<file path="config.mk">
export PLATFORM = sky130hd
export DESIGN_NAME = psum_write_buffer_ctrl
export DESIGN_NICKNAME = d
export VERILOG_FILES = /design/src/rtl/psum_write_buffer_ctrl.sv
export SDC_FILE = /design/constraint.sdc
export NUM_CORES = 1
export LEC_CHECK = 0
export ABC_AREA = 1
export CAP_MARGIN = 25
export CORE_MARGIN = 1.5
export CORE_UTILIZATION = 52
export CTS_CLUSTER_SIZE = 30
export DETAILED_ROUTE_END_ITERATION = 10
export MAX_ROUTING_LAYER = met4
export PLACE_DENSITY = 0.81
export SLEW_MARGIN = 20
export SYNTH_ARGS = -nofsm -noshare
export SYNTH_HDL_FRONTEND = slang
export SYNTH_SLANG_ARGS = --single-unit
</file>
<file path="constraint.sdc">
create_clock -name clk -period 2.44 [get_ports clk]
set_input_delay 0.366 -clock clk [delete_from_list [all_inputs] [get_ports clk]]
set_output_delay 0.366 -clock clk [all_outputs]
set_load 0.05 [all_outputs]
</file>
<file path="src/rtl/psum_write_buffer_ctrl.sv">
// Result write buffer: latches one result (optionally summed with a partial sum),
// stores it in a DEPTH-entry FIFO and reports busy / written / job-complete status.
module psum_write_buffer_ctrl #(
    parameter int DATA_WIDTH  = 16,
    parameter int DEPTH       = 8,
    parameter int COUNT_WIDTH = 8
) (
    input  logic                   clk,
    input  logic                   reset,
    input  logic [COUNT_WIDTH-1:0] total_count,
    input  logic                   req,
    input  logic [DATA_WIDTH-1:0]  res_data,
    input  logic                   psum_mode,
    input  logic [DATA_WIDTH-1:0]  psum_data,
    output logic [1:0]             stall,
    output logic                   out_valid,
    input  logic                   out_ready,
    output logic [DATA_WIDTH-1:0]  out_data,
    output logic                   full,
    output logic                   empty,
    output logic [COUNT_WIDTH-1:0] written_count
);

    localparam int ADDR_WIDTH = $clog2(DEPTH);
    localparam logic [ADDR_WIDTH:0]    OCC_FULL  = (ADDR_WIDTH+1)'(DEPTH);
    localparam logic [COUNT_WIDTH-1:0] COUNT_MAX = '1;

    typedef enum logic [1:0] {
        IDLE    = 2'd0,
        PENDING = 2'd1,
        RESP    = 2'd2,
        DONE    = 2'd3
    } state_t;

    state_t                  state;
    logic [DATA_WIDTH-1:0]   mem [DEPTH];
    logic [DATA_WIDTH-1:0]   word;
    logic [DATA_WIDTH-1:0]   sum;
    logic [ADDR_WIDTH-1:0]   wptr;
    logic [ADDR_WIDTH-1:0]   rptr;
    logic [ADDR_WIDTH:0]     occupancy;
    logic [COUNT_WIDTH-1:0]  count_next;
    logic                    push;
    logic                    pop;

    assign sum        = psum_mode ? DATA_WIDTH'(res_data + psum_data) : res_data;
    assign full       = (occupancy == OCC_FULL);
    assign empty      = (occupancy == '0);
    assign out_valid  = !empty;
    assign out_data   = mem[rptr];
    // Full is judged on registered occupancy, so a same-cycle pop never frees a slot early.
    assign push       = (state == PENDING) && !full;
    assign pop        = out_valid && out_ready;
    assign count_next = (written_count == COUNT_MAX) ? written_count : written_count + 1'b1;

    always_ff @(posedge clk) begin
        if (push) begin
            mem[wptr] <= word;
        end
    end

    always_ff @(posedge clk or posedge reset) begin
        if (reset) begin
            state         <= IDLE;
            stall         <= 2'b00;
            word          <= '0;
            wptr          <= '0;
            rptr          <= '0;
            occupancy     <= '0;
            written_count <= '0;
        end else begin
            if (push) begin
                wptr          <= wptr + 1'b1;
                written_count <= count_next;
            end
            if (pop) begin
                rptr <= rptr + 1'b1;
            end
            case ({push, pop})
                2'b10:   occupancy <= occupancy + 1'b1;
                2'b01:   occupancy <= occupancy - 1'b1;
                default: occupancy <= occupancy;
            endcase

            case (state)
                IDLE: begin
                    stall <= 2'b00;
                    if (req) begin
                        word  <= sum;
                        state <= PENDING;
                    end
                end
                PENDING: begin
                    if (!full) begin
                        state <= RESP;
                        stall <= (count_next >= total_count) ? 2'b11 : 2'b10;
                    end else begin
                        stall <= 2'b00;
                    end
                end
                RESP: begin
                    // stall[0] carries the job-complete decision taken at the write.
                    if (stall[0]) begin
                        state <= DONE;
                    end else begin
                        state <= IDLE;
                        stall <= 2'b00;
                    end
                end
                DONE: begin
                    stall <= 2'b11;
                end
                default: begin
                    state <= IDLE;
                    stall <= 2'b00;
                end
            endcase
        end
    end

endmodule

</file>
==> impl_metrics.yaml <==
setup_path:
  crit_path_end_kind: "primary output"
  r2r_end: "occupancy[3]"
  path_cells: "buf_6 -> o21ai_0 -> o22ai_1 -> nor2_1 -> a31oi_1 -> buf_12"
  crit_type: "flip-flop to primary output"
  cpMaxStageDelayCell: "dfrtp_1"
  ff2ff_setup_slack_ns: 0.17
  r2r_cells: 14
  r2r-start: "state[1]"
  crit_path_end: "out_data[13]"
  cp_num_buf_inv: 2
  crit_fanout: 33
  max_stage_delay_ns: 0.38
  worstPathRequired_ns: 2.07
  cp.depth: 6
  arrival_ns: 1.99
  start_kind: "flip-flop"
  cpLargestDelayFamily: "compound AO/OA/AOI/OAI gates"
  crit_start: "rptr[1]"
synthesis:
  avgSynthCellArea_um2: 9.685
  synthArstFlopShare_pct: 22.89
  seq_area_frac_synth_pct: 58.73
  syn_nets: 925
  synth_compound_area_share_pct: 9.747
  ys_types: 41
  synth_edf_count: 128
  synthMuxAreaShare_pct: 0
  ys.warnings.count: 0
  synth-seq-cells: 166
  synthXorXnorAreaFrac_pct: 1.287
  synth_simple_gate_area_share_pct: 18.74
  synth_top_family_by_area: "simple AND/OR/NAND/NOR gates"
  syn_inst: 843
  synth_fa_ha_area_share_pct: 5.854
  dominantRegCellSynth: "edfxtp_1"
  syn_area_um2: 8164
detailed_routing:
  met2_length_um: 8980
  drt-wirelength-per-cell_um: 15.29
  drt_pass1_iterations: 5
  drt_iter0_drc: 577
  highest_layer: "met4"
  viasPerCell: 5.312
  wirelength_um: 17620
  drc: 0
  drtAntennaViolNets: 0
  met3_length_um: 987
  via_count: 6119
  met1Wirelength_um: 7358
clock_network:
  cts_tree: "yes"
  cts_max_level: 4
  cts-hold-fix-buffers: 0
  numCtsBuffers: 17
  clock_sinks: 166
  path_clk_slew_ns: 0.06
  root_buffer: "clkbuf_16"
  max-clock-path-buffers: 2
  post_cts_buffers: 0
  clk_latency_ns: 0.42
cells_and_area:
  final_util_pct: 66.02
  fin_area_um2: 10070
  drive_gt1_share_pct: 10.52
  syn_to_final_growth_pct: 23.39
  layout.cells.non_filler: 1152
  layout.nets: 1010
  antenna_cells: 0
global_route:
  antenna_found_initial: 0
  grt_max_degree: 52
  overflow: 0
  grt_pass1_wl_um: 28610
  grtUsageTotal_pct: 23.34
  grt_pass1_vias: 5873
die:
  start_util_pct: 53.51
  dieHeight_um: 128.3
  rows: 45
  dieWidth_um: 128.3
  dieArea_um2: 16460
  core_um2: 15260
  num_io_pins: 74
place:
  place_hpwl_um: 11360
  place_area_um2: 9413
  dp.cells: 1120
  io_buffer_count: 73
  gp_congestion: 0.9404
timing:
  tightest_slew_ns: 0.5160
  setup_viol: 0
  layout_min_cycle_time_ns: 2.353
  worst_clock_skew_ns: 0.008039
  drv_slew: 0
  min_period_over_period_pct: 96.43
  fmax_mhz: 425.0
  relSlewSlack_pct: 65.50
  rsz0062_at_grt: "false"
  hold_viol_final: 0
run:
  max_cap_violations: 0
pwr:
  vdd_drop_max_v: 0.0005753
  p_leak_nw: 3.932
  power_density_nw_per_um2: 928.0
  p_total_w: 0.009348
status:
  status: "completed"
min_path:
  hp-class: "input port to async pin"
worst min-delay path: stages:
cell and delay (ns):
clkdlybuf4s50_1 0.39, inv_1 0.05, buf_4 0.41
worst min-delay path by stage:
stage                       from      endpoint  slack (ns)
finish                     reset  occupancy[3]        0.36
global route               reset  occupancy[3]        0.46
CTS                        reset  occupancy[3]        0.37
detailed placement  occupancy[1]  occupancy[1]        0.52
global placement    occupancy[1]  occupancy[1]        0.51
floorplan           occupancy[1]  occupancy[1]        0.48
logic make-up (layout without fill, tap and decap cells):
| family | count (synthesis) | after routing |
|---|---|---|
| adder cells (fa/ha/maj) | 37 | 37 |
| buffers and inverters | 114 | 212 |
| AND/OR/NAND/NOR | 370 | 370 |
| XOR/XNOR | 12 | 12 |
| flip-flops | 166 | 166 |
| AO/OA/AOI/OAI | 144 | 144 |
metal layers:
layer / track usage [%] / up-vias
li1: - / 3007
met1: 29.07 / 2876
met2: 38.80 / 207
met3: 3.923 / 29
met4: 8.328 / 0
met5: - / -
area by class of cell:
cell class | instances | area (µm²)
Fill cell | 1077 | 5185
Sequential cell | 166 | 4797
Multi-Input combinational cell | 563 | 2990
Timing Repair Buffer | 95 | 1127
Clock buffer | 21 | 440.4
Inverter | 85 | 321.6
Tap cell | 211 | 264.0
Clock inverter | 11 | 132.6
metrics by stage:
stage	setup TNS [ns]	worst slack [ns]	hold slack (ns)
6_report	0	0.08721	0.3573
5_1_grt	0	0.004443	0.4568
4_1_cts	0	0.007762	0.3660
3_5_place_dp	0	0.05810	0.5158
3_3_place_gp	0	0.09272	0.5053
2_1_floorplan	-0.5270	-0.3597	0.4807
power breakdown:
| part | switching [W] | internal, W |
|---|---|---|
| registers | 0.0000671 | 0.00308 |
| clock network | 0.00101 | 0.00159 |
| logic | 0.00220 | 0.00141 |
| total | 0.00327 | 0.00608 |
state kept, by name, indices dropped and copies added (netlist names):
register and cells:
mem 128, word 16, written_count 8, occupancy 4, rptr 3, wptr 3, stall 2, state 2
placed cells by master, fill, tap and decap left out, types with 3 or more instances in the layout:
master / count
nor2_1: 161
nand2_1: 159
edfxtp_1: 128
inv_1: 81
o21ai_0: 74
clkdlybuf4s50_1: 56
dfrtp_1: 36
ha_1: 33
nand3_1: 30
a21oi_1: 22
buf_12: 21
clkbuf_16: 17
o22ai_1: 16
buf_4: 16
a31oi_1: 10
a31oi_2: 9
xor2_1: 7
xnor2_1: 5
nand4_1: 5
o211ai_1: 4
clkinv_2: 4
clkbuf_1: 4
inv_2: 3
nor3_1: 3
bufinv_16: 3
Yosys cell counts, types with 3 or more instances:
cell type | instances | area [µm²]
nor2_1 | 161 | 604.3
nand2_1 | 159 | 596.8
edfxtp_1 | 128 | 3844
inv_1 | 82 | 307.8
o21ai_0 | 74 | 370.4
dfrtp_1 | 38 | 950.9
ha_1 | 35 | 437.9
nand3_1 | 30 | 150.1
a21oi_1 | 23 | 115.1
a31oi_1 | 19 | 118.9
o22ai_1 | 16 | 100.1
clkbuf_1 | 12 | 45.04
buf_2 | 11 | 55.05
xor2_1 | 7 | 61.31
nand4_1 | 5 | 31.28
xnor2_1 | 5 | 43.79
o211ai_1 | 4 | 30.03
nor3_1 | 3 | 15.01
timing repair:
item,4_1_cts,5_1_grt
pin swaps,0,0
setup endpoints to repair,9,13
gates resized for setup,3,15
Note: power is estimated with default switching activity, not from simulation.
